[config.mk]
export PLATFORM = sky130hd
export DESIGN_NAME = apu_sample_fetch
export DESIGN_NICKNAME = d
export VERILOG_FILES = /design/src/rtl/apu_sample_fetch.sv
export SDC_FILE = /design/constraint.sdc
export NUM_CORES = 1
export LEC_CHECK = 0
export CAP_MARGIN = 40
export CORE_AREA = 2 2 235 214
export DETAILED_ROUTE_END_ITERATION = 6
export DIE_AREA = 0 0 237 216
export PLACE_DENSITY = 0.85
export SLEW_MARGIN = 5
export SYNTH_ARGS = -nofsm -noshare
export SYNTH_HDL_FRONTEND = slang
export SYNTH_SLANG_ARGS = --single-unit
[constraint.sdc]
create_clock -name clk -period 7.8 [get_ports clk]
set_input_delay 1.95 -clock clk [delete_from_list [all_inputs] [get_ports clk]]
set_output_delay 1.95 -clock clk [all_outputs]
set_load 0.05 [all_outputs]
[src/rtl/apu_sample_fetch.sv]
// APU sample fetcher: bursts 64-bit words from a ring buffer in memory into an
// 8-word FIFO and unpacks them into 16-bit stereo frames on each sample request.
module apu_sample_fetch #(
  parameter int BUF_WORDS = 2048
) (
  input  logic        clk,
  input  logic        rst_n,
  input  logic [31:0] control,
  input  logic        control_valid,
  output logic [28:0] mem_addr,
  output logic        mem_read_en,
  input  logic [63:0] mem_data,
  input  logic        mem_ack,
  input  logic        sample_req,
  output logic [15:0] sample_l,
  output logic [15:0] sample_r,
  output logic        sample_valid,
  output logic [15:0] underflow_cnt
);

  localparam int OFF_W = $clog2(BUF_WORDS);

  typedef enum logic [1:0] {IDLE, REQ, DATA, DRAIN} state_t;

  state_t             state_q, state_d;
  logic [1:0]         beat_q, beat_d;
  logic               enable_q, enable_d;
  logic [28:0]        base_q, base_d;
  logic [OFF_W-1:0]   offset_q, offset_d;
  logic               pend_vld_q, pend_vld_d;
  logic [31:0]        pend_q, pend_d;
  logic [2:0]         rd_ptr_q, rd_ptr_d;
  logic [2:0]         wr_ptr_q, wr_ptr_d;
  logic [3:0]         cnt_q, cnt_d;
  logic               half_q, half_d;
  logic [15:0]        sample_l_q, sample_l_d;
  logic [15:0]        sample_r_q, sample_r_d;
  logic               sample_valid_q, sample_valid_d;
  logic [15:0]        underflow_q, underflow_d;
  logic [63:0]        fifo_q [8];

  logic               push, pop, flush, apply;
  logic [31:0]        apply_word;
  logic [31:0]        head_half;

  assign mem_read_en   = (state_q == REQ);
  assign mem_addr      = base_q + 29'(offset_q);
  assign sample_l      = sample_l_q;
  assign sample_r      = sample_r_q;
  assign sample_valid  = sample_valid_q;
  assign underflow_cnt = underflow_q;

  always_comb begin
    state_d        = state_q;
    beat_d         = beat_q;
    enable_d       = enable_q;
    base_d         = base_q;
    offset_d       = offset_q;
    pend_vld_d     = pend_vld_q;
    pend_d         = pend_q;
    rd_ptr_d       = rd_ptr_q;
    wr_ptr_d       = wr_ptr_q;
    cnt_d          = cnt_q;
    half_d         = half_q;
    sample_l_d     = sample_l_q;
    sample_r_d     = sample_r_q;
    sample_valid_d = 1'b0;
    underflow_d    = underflow_q;
    push           = 1'b0;
    pop            = 1'b0;
    flush          = 1'b0;
    apply          = 1'b0;
    apply_word     = pend_q;
    head_half      = half_q ? fifo_q[rd_ptr_q][63:32] : fifo_q[rd_ptr_q][31:0];

    case (state_q)
      IDLE: begin
        if (control_valid) begin
          apply      = 1'b1;
          apply_word = control;
        end else if (enable_q && cnt_q <= 4'd4) begin
          state_d = REQ;
        end
      end
      REQ: begin
        state_d = DATA;
        beat_d  = 2'd0;
        if (control_valid) begin
          pend_vld_d = 1'b1;
          pend_d     = control;
          if (!control[31]) begin
            enable_d = 1'b0;
            state_d  = DRAIN;
          end
        end
      end
      default: begin
        // DATA and DRAIN both count beats; only DATA keeps them
        if (mem_ack) begin
          beat_d = beat_q + 2'd1;
          push   = (state_q == DATA);
        end
        if (mem_ack && beat_q == 2'd3) begin
          state_d = IDLE;
          if (state_q == DATA) offset_d = offset_q + OFF_W'(4);
          else                 flush    = 1'b1;
          if (control_valid || pend_vld_q) begin
            apply      = 1'b1;
            apply_word = control_valid ? control : pend_q;
          end
        end else if (control_valid) begin
          pend_vld_d = 1'b1;
          pend_d     = control;
          if (!control[31]) begin
            enable_d = 1'b0;
            state_d  = DRAIN;
          end
        end
      end
    endcase

    // Both enabling and disabling start from an empty FIFO
    if (apply) begin
      pend_vld_d = 1'b0;
      enable_d   = apply_word[31];
      flush      = 1'b1;
      if (apply_word[31]) begin
        base_d   = {apply_word[28:2], 2'b00};
        offset_d = '0;
      end
    end

    if (sample_req) begin
      sample_valid_d = 1'b1;
      if (cnt_q != 4'd0) begin
        sample_l_d = head_half[15:0];
        sample_r_d = head_half[31:16];
        half_d     = ~half_q;
        pop        = half_q;
      end else begin
        sample_l_d = 16'h0000;
        sample_r_d = 16'h0000;
        if (enable_q && underflow_q != 16'hFFFF) underflow_d = underflow_q + 16'd1;
      end
    end

    if (control_valid && control[31]) underflow_d = 16'h0000;

    if (flush) begin
      rd_ptr_d = 3'd0;
      wr_ptr_d = 3'd0;
      cnt_d    = 4'd0;
      half_d   = 1'b0;
    end else begin
      if (push) wr_ptr_d = wr_ptr_q + 3'd1;
      if (pop)  rd_ptr_d = rd_ptr_q + 3'd1;
      cnt_d = cnt_q + {3'b000, push} - {3'b000, pop};
    end
  end

  always_ff @(posedge clk or negedge rst_n) begin
    if (!rst_n) begin
      state_q        <= IDLE;
      beat_q         <= 2'd0;
      enable_q       <= 1'b0;
      base_q         <= '0;
      offset_q       <= '0;
      pend_vld_q     <= 1'b0;
      pend_q         <= '0;
      rd_ptr_q       <= 3'd0;
      wr_ptr_q       <= 3'd0;
      cnt_q          <= 4'd0;
      half_q         <= 1'b0;
      sample_l_q     <= 16'h0000;
      sample_r_q     <= 16'h0000;
      sample_valid_q <= 1'b0;
      underflow_q    <= 16'h0000;
    end else begin
      state_q        <= state_d;
      beat_q         <= beat_d;
      enable_q       <= enable_d;
      base_q         <= base_d;
      offset_q       <= offset_d;
      pend_vld_q     <= pend_vld_d;
      pend_q         <= pend_d;
      rd_ptr_q       <= rd_ptr_d;
      wr_ptr_q       <= wr_ptr_d;
      cnt_q          <= cnt_d;
      half_q         <= half_d;
      sample_l_q     <= sample_l_d;
      sample_r_q     <= sample_r_d;
      sample_valid_q <= sample_valid_d;
      underflow_q    <= underflow_d;
    end
  end

  // FIFO storage needs no reset; occupancy alone decides what is valid
  always_ff @(posedge clk) begin
    if (push) fifo_q[wr_ptr_q] <= mem_data;
  end

endmodule

==> results.md <==
- Power share of the combinational group: 29.8%
- Max Used Layer: met5
- Mapped Area: 0.0257 mm²
- # setup viols final: 0
- Multi-input logic area: roughly 0.0067 mm²
- First-pass GRT wire length: between 80 and 90 mm
- Clk_lat worst skew: roughly 0.65 ns
- Static Leak: about 0.011 µW
- Sequential area share after synthesis: 72.6%
- Period utilisation layout: about 73%
- Core Area: around 0.05 mm²
- Net Switching: between 3000 and 4000 µW
- Hold_buf cts: 0
- Synthesis-stage register bit count: approximately 640
- Dominant cell type by area after synthesis: edfxtp_1
- Clock Tree Root: clkbuf_16
- Clock sinks: ~640
- # rows: slightly below 80
- Setup CP Type: register to output port
- Port Buffer Count: around 170
- Clock Power Share: between 20% and 30%
- Critical Path RT: around 5.9 ns
- Cell internal pwr: 7280 µW
- Setup TNS: 0 ns
- Remaining global-route overflow: 0
- Syn Area/Cell: around 19 µm²
- Outcome: finished, final reports clean
- Fin. Hold Viols: 0
- Yosys warnings: 0
- Worst-path maximum fanout: 9
- Clk slew on worst S/H paths: 0.07 ns
- Final hold slack: 0.505 ns
- CTS buffer count: between 60 and 70
- Area delta synth->final: 18.1%
- Die width: around 240 µm
- Hold WC Path Type: register to register
- Largest net degree at the start of global routing: roughly 120
- Clk_skew: 0.0572 ns
- Final Wtd Congestion: slightly above 0.8
- DP Wirelength: 32.3 mm
- RSZ-0062 raised after global routing: false
- Layout cell share with drive strength beyond 1: between 10% and 20%
- DR vias/cell: 6.22
- Starting Density: 52.7%
- Worst Setup End Kind: output port
- DRC errors left: 0
- Startpoint Class: register
- Detailed Route Iter0 Violations: between 1000 and 1500
- Number of global-route vias before repair: ~15000
- Total track usage: 23.3%
- M1 wire length: 22.8 mm
- PD cells: between 300 and 400 mW/mm²
- Most common cell in the netlist: edfxtp_1
- Met2 wire len: 29.4 mm
- Antenna violations before repair: 8
- Final WL: just under 60 mm
- Post-CTS Setup Bufs: 0
- Post-synthesis cell type count: 60
- Register area: about 0.019 mm²
- CTS tree: built
- Fmax: about 180 MHz
- FFs w/ async S/R, synth: 20.2%
- Max VDD drop: around 220 µV
- Synth top cells by count: edfxtp_1 (512), dfrtp_1 (130), mux4_2 (128), nor2_1 (71), mux2i_1 (54)
- Die ar.: 0.0512 mm²
- Pre-CTS setup slack: ~2.8 ns
- Synth top area cells: edfxtp_1 (60%), dfrtp_1 (13%), mux4_2 (11%), mux2i_1 (2.1%), mux2_2 (1.3%)
- Final worst slack: 2.10 ns
- Post_cts resized: 0
- Final min period: 5.70 ns
- Filler cells: between 3000 and 4000
- # IOs: 180
- Top cell type's share of synthesized area: around three fifths
- Net Sw Frac: around 32%
- Die height: around 220 µm
- Via count: approximately 14000
- Pins Over Slew Limit: 0
- Max_cap viols: 0
- Routed length per instance: 26.3 µm
- Rel. slew slack: between 30% and 40%
- Post-synth EDFFs: about 510
- Routed met3 length: 5.38 mm
- Final #Nets: about 1700
- Syn Inst Count: approximately 1400
- ANT nets after route: 0
- Clock buffer depth: 3
- Pre-Repair DR Iteration Count: 5
- Flop pwr share: 41.7%
- H-Tree Depth: 2
- Critical path arrival: between 3 and 4 ns
- Synth Flop Type: edfxtp_1
- Slew at the pin with the worst max-slew slack: around 1.0 ns
==> logic make-up after synthesis <==
group | count (synthesis) | share of synthesized area, %
buffers and inverters | 82 | 1.65
xor gates and xnor gates | 48 | 1.64
muxes | 211 | 14.6
other | 1 | 0.0146
DFF | 642 | 72.6
and+or+nand+nor | 203 | 4.23
AOI/OAI and AO/OA | 161 | 4.09
adders and majority gates | 22 | 1.13
==> cells in the final DEF, fill, tap and decap left out, drive strengths merged, types with 9 or more instances in the layout <==
cell type      netlist  routed
nor2                74      74
mux2                29      29
clkdlybuf4s50        0     171
xor2                15      15
dfrtp              130     130
and3                10      10
ha                  20      20
mux2i               54      54
a221oi              32      32
o211ai               9       9
nor2b               32      32
buf                 51      30
and4                 9       9
clkbuf              16      83
a21oi               41      41
nand2               31      31
xnor2               33      33
inv                 15      16
mux4               128     128
nand3               11      11
clkinv               0      21
o21ai               49      49
edfxtp             512     512
a31oi               10      10
==> critical path, cell delays in order, from the launching register on <==
cell and delay (ns):
dfrtp_1 0.40, ha_1 0.19, inv_1 0.05, fa_1 0.40, nor2b_1 0.17, o2111ai_1 0.21
a21boi_2 0.47, o2111ai_1 0.21, xnor2_1 0.20, clkdlybuf4s50_1 0.83
==> routing by layer <==
metal | track usage [%] | up-vias
li1 | - | 5879
met1 | 31.0 | 7170
met2 | 38.2 | 847
met3 | 4.86 | 144
met4 | 9.45 | 8
met5 | 0 | -
==> path summary, 6_finish.rpt <==
kind,endpoint,startpoint,depth (start not counted),slack [ns]
min,pend_q[23]$_DFFE_PN0P_,pend_q[23]$_DFFE_PN0P_,1,0.51
min reg2reg,pend_q[23]$_DFFE_PN0P_,pend_q[23]$_DFFE_PN0P_,1,0.51
max,mem_addr[14],offset_q[2]$_DFF_PN0_,9,2.10
max in group asynchronous,rd_ptr_q[1]$_DFFE_PN0P_,rst_n,2,4.96
max reg2reg,cnt_q[2]$_DFF_PN0_,cnt_q[2]$_DFF_PN0_,11,4.76
min in group asynchronous,sample_valid$_DFF_PN0_,rst_n,1,1.39
==> state kept, by name, indices dropped and copies added (netlist names), 3 cells and up <==
signal / cells
fifo_q: 512
pend_q: 28
base_q: 27
sample_l: 16
sample_r: 16
underflow_cnt: 16
offset_q: 9
cnt_q: 4
rd_ptr_q: 3
wr_ptr_q: 3
==> final cells by class <==
class,count,share of cell area (%)
tap,632,2.61
sequential,642,61.5
antenna,5,0.0413
clock inverter,33,1.32
inverter,15,0.186
multi-input combinational,647,22.1
clock buffer,83,5.55
timing repair buffer,201,6.68
==> power groups by stage <==
stage / logic (µW) / registers (µW) / clock network (µW)
4_1_cts: 3230 / 4480 / 3100
6_report: 3210 / 4480 / 3060
5_1_grt: 3410 / 4520 / 3220
3_5_place_dp: 3170 / 4540 / 0
3_3_place_gp: 3080 / 4510 / 0
2_1_floorplan: 2050 / 4690 / 0
==> through the flow <==
step	instance area, µm²	total power [µW]	instances	util, %
after global routing	30300	11100	2256	62.2
after global placement	28100	7590	2131	57.8
after detailed placement	28200	7700	2137	57.9
after CTS	30300	10800	2253	62.2
final	30300	10800	2258	62.2
after floorplan	25700	6740	1371	-
Power figures use the tool's default switching activity.
